## src/rtl/mem_stage_lsu_if.sv

```systemverilog
// Data-memory request/acknowledge bus between the MEM-stage LSU and memory.
interface mem_stage_lsu_if;
  logic        dmem_req;
  logic        dmem_we;
  logic [31:0] dmem_addr;
  logic [31:0] dmem_wdata;
  logic [3:0]  dmem_be;
  logic [31:0] dmem_rdata;
  logic        dmem_ack;

  modport master (
    output dmem_req, dmem_we, dmem_addr, dmem_wdata, dmem_be,
    input  dmem_rdata, dmem_ack
  );

  modport slave (
    input  dmem_req, dmem_we, dmem_addr, dmem_wdata, dmem_be,
    output dmem_rdata, dmem_ack
  );
endinterface

```

## src/rtl/mem_stage_lsu.sv

```systemverilog
// MEM-stage load/store unit: drives the data bus, stalls on wait states,
// aborts misaligned or timed-out accesses and fills the MEM/WB register.
//
// state  | meaning
// IDLE   | no access outstanding; a request may complete in its first cycle
// WAIT   | request issued, waiting for ack; wcnt counts wait cycles
module mem_stage_lsu #(
  parameter int unsigned MAX_WAIT = 15
) (
  input  logic                  clk,
  input  logic                  reset,
  input  logic                  ValidM,
  input  logic                  MemReadM,
  input  logic                  MemWriteM,
  input  logic [2:0]            Funct3M,
  input  logic [31:0]           ALUResultM,
  input  logic [31:0]           WriteDataM,
  input  logic [4:0]            RdM,
  input  logic [31:0]           PCPlus4M,
  output logic                  StallM,
  mem_stage_lsu_if.master       dmem,
  output logic                  ValidW,
  output logic [31:0]           ALUResultW,
  output logic [31:0]           ReadDataW,
  output logic [4:0]            RdW,
  output logic [31:0]           PCPlus4W,
  output logic                  MisalignW,
  output logic                  BusErrW
);

  typedef enum logic {S_IDLE, S_WAIT} state_t;

  localparam logic [7:0] WAIT_LAST = 8'(MAX_WAIT - 1);

  state_t      state_q, state_d;
  logic [7:0]  wcnt_q, wcnt_d;

  logic        valid_w_q;
  logic [31:0] alu_w_q;
  logic [31:0] rdata_w_q;
  logic [4:0]  rd_w_q;
  logic [31:0] pc4_w_q;
  logic        misalign_w_q;
  logic        buserr_w_q;

  logic        mem_op, is_byte, is_half, is_word;
  logic        misaligned, req, timeout, ack;
  logic [31:0] wdata_lane;
  logic [3:0]  be_lane;
  logic [31:0] rdata_shift;
  logic [31:0] load_data;
  logic        sext;

  // Access decode, misalignment check, stall and timeout detection
  always_comb begin
    mem_op     = ValidM & (MemReadM | MemWriteM);
    is_byte    = (Funct3M[1:0] == 2'b00);
    is_half    = (Funct3M[1:0] == 2'b01);
    is_word    = !is_byte && !is_half;
    misaligned = mem_op & ((is_half & ALUResultM[0]) |
                           (is_word & (ALUResultM[1:0] != 2'b00)));
    req        = mem_op & !misaligned;
    ack        = dmem.dmem_ack;
    timeout    = req & (state_q == S_WAIT) & (wcnt_q == WAIT_LAST) & !ack;
    StallM     = req & !ack & !timeout;
  end

  // Store lane steering; byte enables only valid while requesting
  always_comb begin
    wdata_lane = WriteDataM;
    be_lane    = 4'b1111;
    if (is_byte) begin
      wdata_lane = {4{WriteDataM[7:0]}};
      be_lane    = 4'b0001 << ALUResultM[1:0];
    end else if (is_half) begin
      wdata_lane = {2{WriteDataM[15:0]}};
      be_lane    = ALUResultM[1] ? 4'b1100 : 4'b0011;
    end
  end

  assign dmem.dmem_req   = req;
  assign dmem.dmem_we    = req & MemWriteM;
  assign dmem.dmem_addr  = {ALUResultM[31:2], 2'b00};
  assign dmem.dmem_wdata = wdata_lane;
  assign dmem.dmem_be    = req ? be_lane : 4'b0000;

  // Load extract: shift the addressed lane down, then sign/zero extend
  always_comb begin
    rdata_shift = dmem.dmem_rdata >> {ALUResultM[1:0], 3'b000};
    sext        = !Funct3M[2];
    load_data   = dmem.dmem_rdata;
    if (is_byte) begin
      load_data = {{24{sext & rdata_shift[7]}}, rdata_shift[7:0]};
    end else if (is_half) begin
      load_data = {{16{sext & rdata_shift[15]}}, rdata_shift[15:0]};
    end
  end

  // Next-state logic for the wait FSM
  always_comb begin
    state_d = state_q;
    wcnt_d  = wcnt_q;
    case (state_q)
      S_IDLE: begin
        if (req && !ack) begin
          state_d = S_WAIT;
          wcnt_d  = 8'd0;
        end
      end
      S_WAIT: begin
        // Dropping req here only happens when upstream was flushed
        if (!req || ack || timeout) begin
          state_d = S_IDLE;
        end else begin
          wcnt_d = wcnt_q + 8'd1;
        end
      end
      default: state_d = S_IDLE;
    endcase
  end

  // FSM state and wait counter registers
  always_ff @(posedge clk) begin
    if (!reset) begin
      state_q <= S_IDLE;
      wcnt_q  <= 8'd0;
    end else begin
      state_q <= state_d;
      wcnt_q  <= wcnt_d;
    end
  end

  // MEM/WB capture; a stall cycle inserts a bubble and holds the data fields
  always_ff @(posedge clk) begin
    if (!reset) begin
      valid_w_q    <= 1'b0;
      alu_w_q      <= 32'd0;
      rdata_w_q    <= 32'd0;
      rd_w_q       <= 5'd0;
      pc4_w_q      <= 32'd0;
      misalign_w_q <= 1'b0;
      buserr_w_q   <= 1'b0;
    end else if (StallM) begin
      valid_w_q    <= 1'b0;
      misalign_w_q <= 1'b0;
      buserr_w_q   <= 1'b0;
    end else begin
      valid_w_q    <= ValidM & !misaligned & !timeout;
      alu_w_q      <= ALUResultM;
      rdata_w_q    <= (req & ack & MemReadM) ? load_data : 32'd0;
      rd_w_q       <= RdM;
      pc4_w_q      <= PCPlus4M;
      misalign_w_q <= misaligned;
      buserr_w_q   <= timeout;
    end
  end

  assign ValidW     = valid_w_q;
  assign ALUResultW = alu_w_q;
  assign ReadDataW  = rdata_w_q;
  assign RdW        = rd_w_q;
  assign PCPlus4W   = pc4_w_q;
  assign MisalignW  = misalign_w_q;
  assign BusErrW    = buserr_w_q;

endmodule

```

## src/flat_wrapper.sv

```systemverilog
// flat-port wrapper written by rule: the top's interface ports become plain ports
module mem_stage_lsu_flat 
#(
  parameter int unsigned MAX_WAIT = 15
)
  (clk, reset, ValidM, MemReadM, MemWriteM, Funct3M, ALUResultM, WriteDataM, RdM, PCPlus4M, StallM, ValidW, ALUResultW, ReadDataW, RdW, PCPlus4W, MisalignW, BusErrW, dmem_dmem_req, dmem_dmem_we, dmem_dmem_addr, dmem_dmem_wdata, dmem_dmem_be, dmem_dmem_rdata, dmem_dmem_ack);
  mem_stage_lsu_if dmem_i ();
  input  logic clk;
  input  logic reset;
  input  logic ValidM;
  input  logic MemReadM;
  input  logic MemWriteM;
  input  logic [2:0] Funct3M;
  input  logic [31:0] ALUResultM;
  input  logic [31:0] WriteDataM;
  input  logic [4:0] RdM;
  input  logic [31:0] PCPlus4M;
  output logic StallM;
  output logic ValidW;
  output logic [31:0] ALUResultW;
  output logic [31:0] ReadDataW;
  output logic [4:0] RdW;
  output logic [31:0] PCPlus4W;
  output logic MisalignW;
  output logic BusErrW;
  output wire logic [$bits(dmem_i.dmem_req)-1:0] dmem_dmem_req;
  output wire logic [$bits(dmem_i.dmem_we)-1:0] dmem_dmem_we;
  output wire logic [$bits(dmem_i.dmem_addr)-1:0] dmem_dmem_addr;
  output wire logic [$bits(dmem_i.dmem_wdata)-1:0] dmem_dmem_wdata;
  output wire logic [$bits(dmem_i.dmem_be)-1:0] dmem_dmem_be;
  input wire logic [$bits(dmem_i.dmem_rdata)-1:0] dmem_dmem_rdata;
  input wire logic [$bits(dmem_i.dmem_ack)-1:0] dmem_dmem_ack;
  assign dmem_dmem_req = dmem_i.dmem_req;
  assign dmem_dmem_we = dmem_i.dmem_we;
  assign dmem_dmem_addr = dmem_i.dmem_addr;
  assign dmem_dmem_wdata = dmem_i.dmem_wdata;
  assign dmem_dmem_be = dmem_i.dmem_be;
  assign dmem_i.dmem_rdata = dmem_dmem_rdata;
  assign dmem_i.dmem_ack = dmem_dmem_ack;
  mem_stage_lsu #(.MAX_WAIT(MAX_WAIT)) u_core (.clk(clk), .reset(reset), .ValidM(ValidM), .MemReadM(MemReadM), .MemWriteM(MemWriteM), .Funct3M(Funct3M), .ALUResultM(ALUResultM), .WriteDataM(WriteDataM), .RdM(RdM), .PCPlus4M(PCPlus4M), .StallM(StallM), .dmem(dmem_i), .ValidW(ValidW), .ALUResultW(ALUResultW), .ReadDataW(ReadDataW), .RdW(RdW), .PCPlus4W(PCPlus4W), .MisalignW(MisalignW), .BusErrW(BusErrW));
endmodule
```

## config.mk

```make
export PLATFORM = sky130hd
export DESIGN_NAME = mem_stage_lsu_flat
export DESIGN_NICKNAME = d
export VERILOG_FILES = /design/src/rtl/mem_stage_lsu_if.sv /design/src/rtl/mem_stage_lsu.sv /design/src/flat_wrapper.sv
export SDC_FILE = /design/constraint.sdc
export NUM_CORES = 1
export LEC_CHECK = 0
export BUFFER_PORTS_ARGS = -buffer_cell sky130_fd_sc_hd__buf_2
export CORE_MARGIN = 8
export CORE_UTILIZATION = 41
export DETAILED_ROUTE_END_ITERATION = 7
export PLACE_DENSITY = 0.75
export SYNTH_ARGS = -nofsm -noshare
export SYNTH_HDL_FRONTEND = slang
export SYNTH_SLANG_ARGS = --single-unit
```

## constraint.sdc

```tcl
create_clock -name clk -period 5.5 [get_ports clk]
set_input_delay 0.55 -clock clk [delete_from_list [all_inputs] [get_ports clk]]
set_output_delay 0.55 -clock clk [all_outputs]
set_load 0.01 [all_outputs]
```

==> results of run 1 <==
## state kept, by name, indices dropped and copies added, names as in the netlist
name	flops
u_core.ReadDataW	32
u_core.state_q	1
u_core.PCPlus4W	32
u_core.ALUResultW	32
u_core.RdW	5
u_core.ValidW	1
u_core.wcnt_q	8
u_core.BusErrW	1
u_core.MisalignW	1
## power groups by stage
stage	sequential (uW)	combinational (uW)	clock (uW)
6_report	872	336	1150
5_1_grt	875	371	1220
3_3_place_gp	888	337	0
2_1_floorplan	905	182	0
4_1_cts	871	339	1170
3_5_place_dp	888	338	0
## cell type report
type / instances / area (sq um)
multi-input combinational: 438 / 2770
clock inverter: 11 / 160
sequential: 113 / 2260
timing repair buffer: 321 / 1620
inverter: 4 / 15.0
fill: 1225 / 5790
clock buffer: 21 / 460
tap: 176 / 220
## cell usage in the layout, fill, tap and decap left out, types with 3 or more instances in the layout
master     count
and3_1        19
buf_2        314
mux2_2        16
a31oi_1        4
o2bb2ai_1     12
o22ai_1        7
nand3b_1       9
mux2i_1       18
a2bb2oi_1      7
o21ai_0       88
nor3_1         9
a22o_1         4
dfxtp_1      113
nand2b_1       3
a211o_1       18
clkbuf_16     17
and3b_1        8
clkinv_2       5
a32o_1         5
a21oi_1       75
buf_4          7
nand2_1       18
nor2_1         6
bufinv_16      4
nand3_1       79
## layer usage
layer,up-vias,part of all wire [%],track usage [%]
met4,0,2.5,8.64
met2,286,50,37.1
met5,-,0,0
li1,2851,-,-
met3,30,9.5,8.67
met1,2682,38,23.5
## metrics by stage
step           instances  instance area, sq um
6_report            1084                  7510
5_1_grt             1084                  7510
4_1_cts             1084                  7510
3_5_place_dp        1052                  6890
3_3_place_gp        1052                  6890
2_1_floorplan        662                  5600
## final timing paths
kind	depth (start not counted)	slack, ns	from	end
min	3	0.39	ValidM	u_core.ValidW
min reg2reg	1	0.45	u_core.ReadDataW[28]	u_core.ReadDataW[28]
max	7	2.52	Funct3M[1]	dmem_dmem_we
max reg2reg	7	2.74	u_core.wcnt_q[0]	u_core.wcnt_q[3]
## logic make-up (layout without fill, tap and decap cells)
logic type      count (synthesis)  count (layout)  share of synthesized area (%)
compound gates                233             233                           25.1
simple gates                  165             165                           16.4
flops                         113             113                           40.4
xor+xnor                        1               1                          0.156
other cells                     1               2                         0.0670
fa+ha+maj                       2               2                          0.447
buf+inv                       111             357                           10.7
mux                            35              35                           6.84
## worst max-delay path, delay by kind of cell
| family | cells | cell delay, ns |
|---|---|---|
| buf+inv | 4 | 1.16 |
| simple gates | 2 | 0.38 |
| compound gates | 1 | 0.31 |
==> impl_metrics.tcl, run 1 <==
set metrics [dict create \
    utilization_pct 56.5 \
    start_kind "primary input" \
    p_total_uw 2360 \
    h-tree-depth 4 \
    slew_headroom_pct 26.0 \
    die_h_um 133 \
    grt_pass1_vias 5756 \
    crit_slowest_cell "inv_2" \
    worst_hold_path_type "primary input to flop" \
    rows 42 \
    initial_core_util_pct 42.1 \
    yosysSeqAreaShare_pct 40.4 \
    die_w_um 133 \
    ys_seq_elements 113 \
    synth_cells 661 \
    synthDistinctLibCells 54 \
    tns_ns 0 \
    seq_power_share_pct 37.0 \
    wl_per_cell_um 18.1 \
    period_needed_ns 2.98 \
    routed_wl_um 19600 \
    dp_hpwl_um 14700 \
    dieArea_sq_mm 0.0177 \
    max_stage_delay_ns 0.62 \
    fin_skew_ns 0.00814 \
    synth_ff_type "dfxtp_1" \
    cts-resized-gates 0 \
    synthTopCellsByCount "dfxtp_1, o21ai_0, nand3_1" \
    power_switching_uw 588 \
    arrival_ns 2.43 \
    async_reset_ff_share_pct 0 \
    final_antenna_net_count 0 \
    period_share_pct 54.2 \
    vdd_ir_drop_max_mv 0.171 \
    p_sw_share_pct 24.9 \
    power_density_mw_per_mm2 314 \
    core-area_sq_mm 0.0133 \
    crit_path_max_fanout 68 \
    cts_tree "built" \
    clock_latency_ns 0.41 \
    worst_pin_slew_ns 1.11 \
    avgViaCountPerCell 5.40 \
    place_ws_ns 2.40 \
    cts_max_path_buffers 2 \
    hold_viol 0 \
    status "finished, final reports clean" \
    cts_setup_buffers 0 \
    synth_most_common_cell "dfxtp_1" \
    antenna_found_initial 0 \
    rsz0062_at_grt "no" \
    synth_top_area_share_pct 40.4 \
    p_leak_uw 0.00366 \
    path_clk_slew_ns 0.05 \
    ys.warnings.count 0 \
    fin_ws_ns 2.52 \
    syn_area_per_cell_sq_um 8.47 \
    area_growth_pct 34.1 \
    grt_overflow 0 \
    endpoint_kind "primary output" \
    gp_congestion 0.833 \
    n_antenna_cell 0 \
    finalMaxSlewViolations 0 \
    drive_gt1_share_pct 41.7 \
    crit_top_cell "buf_2" \
    cts_num_sinks 113 \
    cts_hold_buf 0 \
    crit_chain "buf_2 -> buf_4 -> o21ai_2 -> nand3_2 -> inv_2 -> and2_1 -> buf_2" \
    grt_max_degree 76 \
    synthesis.area_sq_mm 0.00560 \
    power.share.clock_pct 48.8 \
    ios 317 \
    drc 0 \
    finalSetupViolCount 0 \
    hold_ws_ns 0.389 \
    synth_edf_count 0 \
    cp.required_ns 4.95 \
    drtPass1Iterations 5 \
    cts_buffers 17 \
    ys_top_cells_by_area "dfxtp_1, o21ai_0, nand3_1" \
    synth_top_area_cell "dfxtp_1" \
    grt_use_total_pct 21.7 \
    crit_type "primary input to primary output" \
    cts.root.buffer_cell "clkbuf_16" \
    max_freq_ghz 0.336 \
    drv_cap 0 \
    portBuffers 314 \
    fin_nets 1039 \
    intPower_uw 1770 \
    drt_iter0_markers 280 \
    grt_pass1_wl_um 31300 \
    comb_power_share_pct 14.3 \
    vias 5849 \
]
No activity file was read; power rests on OpenSTA's default activity.
==> run 2, diff against run 1 <==
--- a/config.mk
+++ b/config.mk
@@ -7,9 +7,9 @@
 export LEC_CHECK = 0
 export BUFFER_PORTS_ARGS = -buffer_cell sky130_fd_sc_hd__buf_2
 export CORE_MARGIN = 8
-export CORE_UTILIZATION = 41
+export CORE_UTILIZATION = 40
 export DETAILED_ROUTE_END_ITERATION = 7
-export PLACE_DENSITY = 0.75
+export PLACE_DENSITY = 0.77
 export SYNTH_ARGS = -nofsm -noshare
 export SYNTH_HDL_FRONTEND = slang
 export SYNTH_SLANG_ARGS = --single-unit
==> constraint.sdc (replaced) <==
create_clock -name clk -period 2.5 [get_ports clk]
set_input_delay 0.25 -clock clk [delete_from_list [all_inputs] [get_ports clk]]
set_output_delay 0.25 -clock clk [all_outputs]
set_load 0.01 [all_outputs]
==> run 2 against run 1 <==
  * Critical endpoint is now StallM
  * Design area rose by 1.5%
  * Clock skew is 0.0084 ns higher
  * Sequential share of layout area fell by 0.45 points
  * First-iteration DRC count up 39%
  * Count of clock-buffer cells in the layout is 1 higher
  * Routed wire length increased by 5.2%
==> impl_metrics.tcl, run 2 (synthesis gave the netlist of run 1 again) <==
set metrics [dict create \
    status "finished, final reports clean" \
    initial_core_util_pct 40.7 \
    period_share_pct 91.7 \
    path_buf_inv 3 \
    cp.required_ns 2.25 \
    core-area_sq_mm 0.0138 \
    gp_congestion 0.837 \
    fillers 1331 \
    start_kind "flop" \
    cts_num_sinks 113 \
    layout.cells.most_common "buf_2" \
    arrival_ns 2.04 \
    period_needed_ns 2.29 \
    vdd_ir_drop_max_mv 0.403 \
    drv_cap 0 \
    mostFrequentLayoutCells "buf_2, dfxtp_1, o21ai_0, nand3_1, a21oi_1" \
    tns_ns 0 \
    p_total_uw 5140 \
    cts_hold_buf 0 \
    hold_ws_ns 0.106 \
    grt_pass1_wl_um 31900 \
    max_freq_ghz 0.436 \
    h-tree-depth 4 \
    hold_viol 0 \
    worst_hold_path_type "primary input to flop" \
    vias 6049 \
    rsz0062_at_grt "no" \
    cts.root.buffer_cell "clkbuf_16" \
    clock_latency_ns 0.41 \
    endpoint_kind "primary output" \
    area_growth_pct 36.1 \
    final_antenna_net_count 0 \
    ios 317 \
    avgViaCountPerCell 5.51 \
    cts_max_path_buffers 2 \
    worst_pin_slew_ns 0.831 \
    placed_cell_area_sq_mm 0.00701 \
    path_clk_slew_ns 0.05 \
    crit_type "flop to primary output" \
    dieArea_sq_mm 0.0180 \
    crit_slowest_cell "dfxtp_1" \
    slew_headroom_pct 44.6 \
    grt_use_total_pct 22.0 \
    portBuffers 314 \
    drive_gt1_share_pct 42.4 \
    crit_path_max_fanout 71 \
    die_h_um 134 \
    p_leak_uw 0.00372 \
    die_w_um 134 \
    grt_max_degree 75 \
    n_antenna_cell 0 \
    seq_area_sq_mm 0.00226 \
    crit_chain "inv_1 -> ha_1 -> and4b_1 -> a21o_2 -> buf_12 -> nor2_1 -> buf_2" \
    routed_wl_um 20600 \
    crit_family "buffers and inverters" \
    fin_area_sq_mm 0.00762 \
    fin_skew_ns 0.0165 \
    drc 0 \
    drtPass1Iterations 5 \
    finalSetupViolCount 0 \
    fin_nets 1049 \
    finalMaxSlewViolations 0 \
    wl_per_cell_um 18.8 \
    max_stage_delay_ns 0.37 \
    rows 43 \
    grt_overflow 0 \
    cts_tree "built" \
    grt_pass1_vias 5962 \
    antenna_found_initial 0 \
    multi_input_area_sq_mm 0.00278 \
    drt_iter0_markers 390 \
    power_density_mw_per_mm2 675 \
    dp_hpwl_um 15400 \
    cts_buffers 17 \
]
## run 2: what timing repair did
item,in CTS,in global routing
buffers inserted,0,0
resized for setup,0,1
setup endpoints to repair,0,1
## run 2: layout make-up
class                           count  area share (%)
Tap cell                          180            2.95
Clock buffer                       22            6.22
Clock inverter                     10            1.74
Timing Repair Buffer              331            22.8
Sequential cell                   113            29.7
Multi-Input combinational cell    438            36.4
Inverter                            4           0.197
## run 2: tightest hold or removal path, cell delays in order
cell and delay (ns):
buf_2 0.10, o21ai_0 0.06, a21oi_1 0.06
## run 2: routing by layer
metal	vias to the layer above	global-route usage [%]	part of all wire (%)
met2	300	39.4	52
li1	2885	-	-
met5	-	0	0
met4	0	8.36	1.9
met1	2839	23.0	37
met3	25	8.00	9.4
## run 2: worst paths after layout
check,from,end,slack (ns),cells after the start
setup / recovery,u_core.wcnt_q[0],StallM,0.21,7
hold / removal,ALUResultM[28],u_core.ALUResultW[28],0.11,3
setup reg to reg,u_core.wcnt_q[0],u_core.ReadDataW[22],0.22,7
hold reg to reg,u_core.ReadDataW[27],u_core.ReadDataW[27],0.46,1
## run 2: power breakdown
part	internal, uW	leakage (uW)	switching [uW]
logic	322	0.00250	451
clock network	1640	0.000292	816
registers	1880	0.000929	36.8
## run 2: through the flow
| stage | setup WS, ns | std cells | util [%] |
|---|---|---|---|
| floorplan | 0.712 | 662 | - |
| global placement | 0.271 | 1066 | 50.9 |
| detailed placement | 0.193 | 1066 | 50.9 |
| CTS | 0.132 | 1098 | 55.3 |
| global route | 0.0406 | 1098 | 55.3 |
| finish | 0.207 | 1098 | 55.3 |
